## src/rtl/hazard_pkg.sv

```systemverilog
// Shared constants, stage records and forward-select helper for the hazard unit.
// Pure declarations; no timing of its own.
// Not applicable to flow control; consumers decide stall/flush behaviour.
package hazard_pkg;

  // Operand source select for the Execute-stage ALU inputs (value 2'b11 is never produced)
  localparam logic [1:0] FWD_RF  = 2'b00;  // register file read data (RD1E/RD2E)
  localparam logic [1:0] FWD_WB  = 2'b01;  // ResultW from the writeback stage
  localparam logic [1:0] FWD_MEM = 2'b10;  // ALUOutM from the memory stage

  // R15 is the PC; it is never forwarded because reads of it see PC+8 directly
  localparam logic [3:0] PC_IDX = 4'd15;

  // Execute-stage shadow of the decode controls
  typedef struct packed {
    logic [3:0] ra1;
    logic [3:0] ra2;
    logic [3:0] wa3;
    logic       reg_write;
    logic       mem_to_reg;
    logic       pc_src;
  } e_stage_t;

  // Memory and writeback stages only need destination, write enable and PC-write flag
  typedef struct packed {
    logic [3:0] wa3;
    logic       reg_write;
    logic       pc_src;
  } mw_stage_t;

  // Pick the youngest in-flight producer of 'ra'; memory stage beats writeback
  function automatic logic [1:0] fwd_sel(input logic [3:0] ra,
                                         input logic [3:0] wa_m, input logic rw_m,
                                         input logic [3:0] wa_w, input logic rw_w);
    logic [1:0] sel;
    sel = FWD_RF;
    if ((ra == wa_m) && rw_m && (ra != PC_IDX)) begin
      sel = FWD_MEM;
    end else if ((ra == wa_w) && rw_w && (ra != PC_IDX)) begin
      sel = FWD_WB;
    end
    return sel;
  endfunction

endpackage

```

## src/rtl/hazard_ctrl_if.sv

```systemverilog
// Decode-side controls into, and stall/flush/forward selects out of, the hazard unit.
// Signals are combinational through the unit; zero-cycle path.
// No handshake: StallF/StallD are the backpressure the unit applies to the pipeline.
interface hazard_ctrl_if;

  logic [3:0] RA1D;
  logic [3:0] RA2D;
  logic [3:0] WA3D;
  logic       RegWriteD;
  logic       MemtoRegD;
  logic       PCSrcD;
  logic       BranchTakenE;

  logic       StallF;
  logic       StallD;
  logic       FlushD;
  logic       FlushE;
  logic [1:0] ForwardAE;
  logic [1:0] ForwardBE;

  // Datapath side: presents decode info, consumes hazard controls
  modport master (
    output RA1D, RA2D, WA3D, RegWriteD, MemtoRegD, PCSrcD, BranchTakenE,
    input  StallF, StallD, FlushD, FlushE, ForwardAE, ForwardBE
  );

  // Hazard unit side
  modport slave (
    input  RA1D, RA2D, WA3D, RegWriteD, MemtoRegD, PCSrcD, BranchTakenE,
    output StallF, StallD, FlushD, FlushE, ForwardAE, ForwardBE
  );

endinterface

```

## src/rtl/hazard_ctrl_sat_cnt.sv

```systemverilog
// Saturating up-counter with synchronous clear and count enable.
// Count visible one cycle after the enabling edge.
// No backpressure; holds at all-ones instead of wrapping, clear beats enable.
module hz_sat_cnt #(
  parameter int W = 16
) (
  input  logic         clk,
  input  logic         reset,
  input  logic         clr_i,
  input  logic         en_i,
  output logic [W-1:0] cnt_o
);

  localparam logic [W-1:0] CNT_MAX = '1;

  logic [W-1:0] cnt_q;
  logic [W-1:0] cnt_d;

  // Next count: clear first, then increment unless already pinned at max
  always_comb begin
    cnt_d = cnt_q;
    if (clr_i) begin
      cnt_d = '0;
    end else if (en_i && (cnt_q != CNT_MAX)) begin
      cnt_d = cnt_q + 1'b1;
    end
  end

  // Counter state, zeroed asynchronously by reset
  always_ff @(posedge clk or negedge reset) begin
    if (!reset) begin
      cnt_q <= '0;
    end else begin
      cnt_q <= cnt_d;
    end
  end

  assign cnt_o = cnt_q;

endmodule

```

## src/rtl/hazard_ctrl.sv

```systemverilog
// Pipeline hazard unit: forwarding selects, load-use stall, PC-write and branch flushes.
// Hazard outputs are combinational (zero latency) from shadow state; counters lag one cycle.
// Applies backpressure via StallF/StallD; accepts none (no ready inputs).
module hazard_ctrl
  import hazard_pkg::*;
#(
  parameter int CNTW = 16
) (
  input  logic            clk,
  input  logic            reset,
  hazard_ctrl_if.slave    hz,
  input  logic            cnt_clr,
  output logic [CNTW-1:0] stall_cnt,
  output logic [CNTW-1:0] flush_cnt
);

  e_stage_t  e_q, e_d;
  mw_stage_t m_q, m_d;
  mw_stage_t w_q, w_d;

  logic ldrstall;
  logic pc_wr_pending;
  logic flush_e_raw;
  logic flush_d_raw;
  logic stall_f_raw;

  // Hazard detection from current decode inputs and the shadow pipeline
  always_comb begin
    ldrstall      = e_q.mem_to_reg & e_q.reg_write &
                    ((hz.RA1D == e_q.wa3) | (hz.RA2D == e_q.wa3));
    pc_wr_pending = hz.PCSrcD | e_q.pc_src | m_q.pc_src;
    stall_f_raw   = ldrstall | pc_wr_pending;
    flush_d_raw   = pc_wr_pending | w_q.pc_src | hz.BranchTakenE;
    flush_e_raw   = ldrstall | hz.BranchTakenE;
  end

  // Outputs; StallF/FlushE are forced low during reset while FlushD still
  // reflects PCSrcD|BranchTakenE (shadow state is zero then)
  always_comb begin
    hz.StallF    = reset & stall_f_raw;
    hz.StallD    = reset & ldrstall;
    hz.FlushD    = flush_d_raw;
    hz.FlushE    = reset & flush_e_raw;
    hz.ForwardAE = fwd_sel(e_q.ra1, m_q.wa3, m_q.reg_write, w_q.wa3, w_q.reg_write);
    hz.ForwardBE = fwd_sel(e_q.ra2, m_q.wa3, m_q.reg_write, w_q.wa3, w_q.reg_write);
  end

  // Next shadow state: E captures decode unless flushed into a bubble, M/W always advance
  always_comb begin
    e_d.ra1        = hz.RA1D;
    e_d.ra2        = hz.RA2D;
    e_d.wa3        = hz.WA3D;
    e_d.reg_write  = hz.RegWriteD;
    e_d.mem_to_reg = hz.MemtoRegD;
    e_d.pc_src     = hz.PCSrcD;
    if (flush_e_raw) begin
      e_d = '0;
    end
    m_d.wa3       = e_q.wa3;
    m_d.reg_write = e_q.reg_write;
    m_d.pc_src    = e_q.pc_src;
    w_d           = m_q;
  end

  // Shadow pipeline registers; reset aborts any in-flight stall or flush immediately
  always_ff @(posedge clk or negedge reset) begin
    if (!reset) begin
      e_q <= '0;
      m_q <= '0;
      w_q <= '0;
    end else begin
      e_q <= e_d;
      m_q <= m_d;
      w_q <= w_d;
    end
  end

  // Cycles spent stalling decode
  hz_sat_cnt #(.W(CNTW)) u_stall_cnt (
    .clk   (clk),
    .reset (reset),
    .clr_i (cnt_clr),
    .en_i  (ldrstall),
    .cnt_o (stall_cnt)
  );

  // Cycles with any flush; D and E flushing together counts once
  hz_sat_cnt #(.W(CNTW)) u_flush_cnt (
    .clk   (clk),
    .reset (reset),
    .clr_i (cnt_clr),
    .en_i  (flush_d_raw | flush_e_raw),
    .cnt_o (flush_cnt)
  );

endmodule

```

## src/flat_wrapper.sv

```systemverilog
// flat-port wrapper written by rule: the top's interface ports become plain ports
module hazard_ctrl_flat import hazard_pkg::*;
#(
  parameter int CNTW = 16
)
  (clk, reset, cnt_clr, stall_cnt, flush_cnt, hz_RA1D, hz_RA2D, hz_WA3D, hz_RegWriteD, hz_MemtoRegD, hz_PCSrcD, hz_BranchTakenE, hz_StallF, hz_StallD, hz_FlushD, hz_FlushE, hz_ForwardAE, hz_ForwardBE);
  hazard_ctrl_if hz_i ();
  input  logic clk;
  input  logic reset;
  input  logic cnt_clr;
  output logic [CNTW-1:0] stall_cnt;
  output logic [CNTW-1:0] flush_cnt;
  input wire logic [$bits(hz_i.RA1D)-1:0] hz_RA1D;
  input wire logic [$bits(hz_i.RA2D)-1:0] hz_RA2D;
  input wire logic [$bits(hz_i.WA3D)-1:0] hz_WA3D;
  input wire logic [$bits(hz_i.RegWriteD)-1:0] hz_RegWriteD;
  input wire logic [$bits(hz_i.MemtoRegD)-1:0] hz_MemtoRegD;
  input wire logic [$bits(hz_i.PCSrcD)-1:0] hz_PCSrcD;
  input wire logic [$bits(hz_i.BranchTakenE)-1:0] hz_BranchTakenE;
  output wire logic [$bits(hz_i.StallF)-1:0] hz_StallF;
  output wire logic [$bits(hz_i.StallD)-1:0] hz_StallD;
  output wire logic [$bits(hz_i.FlushD)-1:0] hz_FlushD;
  output wire logic [$bits(hz_i.FlushE)-1:0] hz_FlushE;
  output wire logic [$bits(hz_i.ForwardAE)-1:0] hz_ForwardAE;
  output wire logic [$bits(hz_i.ForwardBE)-1:0] hz_ForwardBE;
  assign hz_i.RA1D = hz_RA1D;
  assign hz_i.RA2D = hz_RA2D;
  assign hz_i.WA3D = hz_WA3D;
  assign hz_i.RegWriteD = hz_RegWriteD;
  assign hz_i.MemtoRegD = hz_MemtoRegD;
  assign hz_i.PCSrcD = hz_PCSrcD;
  assign hz_i.BranchTakenE = hz_BranchTakenE;
  assign hz_StallF = hz_i.StallF;
  assign hz_StallD = hz_i.StallD;
  assign hz_FlushD = hz_i.FlushD;
  assign hz_FlushE = hz_i.FlushE;
  assign hz_ForwardAE = hz_i.ForwardAE;
  assign hz_ForwardBE = hz_i.ForwardBE;
  hazard_ctrl #(.CNTW(CNTW)) u_core (.clk(clk), .reset(reset), .hz(hz_i), .cnt_clr(cnt_clr), .stall_cnt(stall_cnt), .flush_cnt(flush_cnt));
endmodule
```

## config.mk

```make
export PLATFORM = sky130hd
export DESIGN_NAME = hazard_ctrl_flat
export DESIGN_NICKNAME = d
export VERILOG_FILES = /design/src/rtl/hazard_pkg.sv /design/src/rtl/hazard_ctrl_if.sv /design/src/rtl/hazard_ctrl_sat_cnt.sv /design/src/rtl/hazard_ctrl.sv /design/src/flat_wrapper.sv
export SDC_FILE = /design/constraint.sdc
export NUM_CORES = 1
export LEC_CHECK = 0
export CELL_PAD_IN_SITES_DETAIL_PLACEMENT = 2
export CELL_PAD_IN_SITES_GLOBAL_PLACEMENT = 2
export CORE_MARGIN = 8
export CORE_UTILIZATION = 29
export CTS_CLUSTER_DIAMETER = 80
export DETAILED_ROUTE_END_ITERATION = 6
export GPL_TIMING_DRIVEN = 0
export PLACE_DENSITY_LB_ADDON = 0.2
export SYNTH_ARGS = -nofsm -noshare
export SYNTH_HDL_FRONTEND = slang
export SYNTH_SLANG_ARGS = --single-unit
```

## constraint.sdc

```tcl
create_clock -name clk -period 1.9 [get_ports clk]
set_input_delay 0.19 -clock clk [delete_from_list [all_inputs] [get_ports clk]]
set_output_delay 0.19 -clock clk [all_outputs]
set_load 0.02 [all_outputs]
```

==> results.cfg <==
[status]
status = finished, violations left
violations = negative hold slack, negative setup slack

[critical_path]
reg2reg_depth = 9
worst_path_largest_cell_delay_ns = 0.42
reg2reg_from = u_core.e_q[6]
critPathLaunch = u_core.e_q[6]
required_ns = 2.12
worstSetupStartpointType = flop
r2r-end = u_core.u_flush_cnt.cnt_o[9]
r2r_setup_slack_ns = -0.15
worst-setup-path-type = flop to flop
cp.buffers_inverters = 3
cp_slowest_cell = dfrtp_1
crit_fanout = 4
path_cells = xnor2_1 > nand4_1 > a21oi_4 > buf_6 > buf_12 > buf_6 > o21a_4 > nand4_1 > mux2_4
crit_arrival_ns = 2.28
path_delay_family = flip-flops
endpoint_kind = flop

[sta]
finalSetupTns_ns = -1.574
finalCriticalPeriod_ns = 2.053
final_max_slew_viol_count = 0
hold_ws_ns = -0.07775
finalCritPeriodShare_pct = 108.1
fin_skew_ns = 0.01380
rsz0062_at_grt = yes
fmax_mhz = 487.1
hold_viol_final = 54
finalSetupViolCount = 19
worst_pin_slew_ns = 0.7489
slew_headroom_pct = 50.07
setup_ws_ns = -0.1531

[grt]
grt_pass1_wl_mm = 14.66
grt_max_degree = 63
grt_pass1_vias = 2702
grt_util_all_layers_pct = 14.49
antenna_found_initial = 0
overflow = 0

[synth]
syn_area_sq_um = 2816
ys_types = 38
ys_seq_area_share_pct = 52.42
synthCells = 273
syn_avg_cell_area_sq_um = 10.32
synth_nets = 294
yosys-top-cells-area = dfrtp_1, xnor2_1, xor2_1, nor2_1, and2_1
ys_ff_latch = 59
yosys.area.top_type_share_pct = 52.42
synth_warnings = 0
synth_top_area_cell = dfrtp_1

[final_layout]
antenna_cells = 0
final_cell_count_no_fill = 500
area_delta_synth_final_pct = 45.85
nNetsFinal = 384
drive_above_1_share_pct = 23.43
final_cell_area_sq_um = 4108
final_util_pct = 42.81
fillers = 1011

[routing]
drtAntennaViolNets = 0
top_layer_used = met4
drt-vias-per-instance = 4.862
first_pass_iters = 4
drc_errors = 0
route.met2.wl_mm = 4.929
drtIter0Drc = 53
routed-via-count = 2431
finalWirelength_mm = 9.343
post_drt_wl_per_cell_microns = 18.69
met3_length_microns = 363
wl_met1_mm = 3.961

[die]
rows = 36
design.die.area_sq_um = 13120
die_w_microns = 114.6
fp.dieH_microns = 114.6
io_pins = 59
start_util_pct = 29.36
core-area_sq_um = 9594

[power]
power.leakage_nw = 1.683
p_per_area_nw_per_um2 = 640.3
ir_drop_mv = 0.2944

[placed_design]
dp_cells = 463
place_area_sq_um = 3563
hpwl_mm = 6.031
port-buffer-count = 57
gp_congestion = 0.7137

[cts]
clockBufferDepth = 2
cts_tree = built
numCtsBuffers = 9
cts-root-buf = clkbuf_8
clk_pin_slew_worst_paths_ns = 0.08
clock_sinks = 59
clkLatencyLatePin_ns = 0.33
cts_max_level = 3

[worst_hold_path]
hp-class = primary input to asynchronous set/reset pin

[run]
maxCapViolCount = 0
## cells in the final DEF, fill, tap and decap left out, types with 2 or more instances in the layout
cell type,count
nor2b_1,3
a21oi_2,2
xnor2_2,2
inv_1,3
and4_4,2
o211ai_1,3
xnor2_1,17
mux2_4,2
nand2_1,13
or3_4,4
and3_1,9
xor2_1,18
a21oi_1,11
clkbuf_8,11
clkbuf_1,5
buf_4,17
dfrtp_2,8
nand3_1,17
or3_1,5
buf_6,12
o21ai_0,10
clkinv_2,3
dfrtp_1,51
and2_1,15
nand4_1,10
clkdlybuf4s50_1,48
a31oi_1,2
clkbuf_2,3
nand4_4,3
nor2_4,2
nor2_1,27
or4_1,4
## worst max path at each step
| stage | endpoint | cells after the start |
|---|---|---|
| CTS | hz_FlushE | 7 |
| detailed placement | hz_StallD | 8 |
| global route | u_core.u_flush_cnt.cnt_o[9] | 9 |
| finish | u_core.u_flush_cnt.cnt_o[9] | 9 |
| global placement | hz_StallD | 3 |
| floorplan | u_core.u_flush_cnt.cnt_o[9] | 6 |
## kinds of logic after synthesis
| group | synth area share (%) |
|---|---|
| adder cells (fa/ha/maj) | 0.8884 |
| buffers and inverters | 2.266 |
| AO/OA/AOI/OAI | 8.929 |
| AND/OR/NAND/NOR | 23.19 |
| XOR/XNOR | 11.51 |
| multiplexers | 0.7996 |
| flip-flops | 52.42 |
## registers in the layout, summed over array words and instances (netlist names)
register / cells
u_core.w_q: 6
u_core.u_flush_cnt.cnt_o: 16
u_core.u_stall_cnt.cnt_o: 16
u_core.m_q: 6
u_core.e_q: 15
## worst reg2reg max path, stage by stage, from the launching register on
cell,delay (ns)
dfrtp_1,0.42
xnor2_1,0.20
nand4_1,0.17
a21oi_4,0.23
buf_6,0.15
buf_12,0.11
buf_6,0.09
o21a_4,0.16
nand4_1,0.11
mux2_4,0.32
## through the flow
stage	setup WS (ns)	total power, mW
3_3_place_gp	-2.106	1.599
4_1_cts	-0.1232	2.657
6_report	-0.1531	2.630
2_1_floorplan	-0.0008312	1.469
5_1_grt	-0.2244	2.752
3_5_place_dp	-0.9519	1.608
## power by group
part	total (mW)	internal, mW	switching, mW
Combinational	0.274	0.132	0.142
Clock	1.02	0.531	0.485
Sequential	1.34	1.29	0.0448
Total	2.63	1.96	0.672
## layer usage
layer	track usage, %	vias to the layer above
met5	0	-
met4	3.727	0
met3	4.061	7
met2	24.89	39
met1	17.32	1248
li1	-	1137
## cell usage after synthesis (all sizes together)
cell,n
a21boi,1
a21oi,14
a31oi,2
and2,16
and3,9
and4,3
buf,5
clkbuf,5
dfrtp,59
ha,2
inv,3
mux2,2
nand2,14
nand3,18
nand4,12
nor2,30
nor2b,4
nor3,1
nor4,1
o2111a,1
o2111ai,2
o211ai,3
o21a,2
o21ai,11
o21ba,1
o31ai,2
or3,9
or4,4
xnor2,19
xor2,18
## area by class of cell
class / count / area, sq um / share of cell area (%)
Sequential cell: 59 / 1486 / 36.19
Multi-Input combinational cell: 202 / 1446 / 35.21
Timing Repair Buffer: 80 / 763.2 / 18.58
Tap cell: 133 / 166.4 / 4.051
Clock buffer: 12 / 155.1 / 3.777
Buffer: 8 / 63.81 / 1.553
Clock inverter: 3 / 15.01 / 0.3655
Inverter: 3 / 11.26 / 0.2741
## timing repair
action | CTS | global route
buffers inserted | 17 | 4
gates resized for setup | 52 | 30
pin swaps | 21 | 17
hold endpoints to repair | 59 | 5
cloned | 2 | 0
endpoints found under the setup margin | 42 | 47
(Power assumes the default switching activity.)
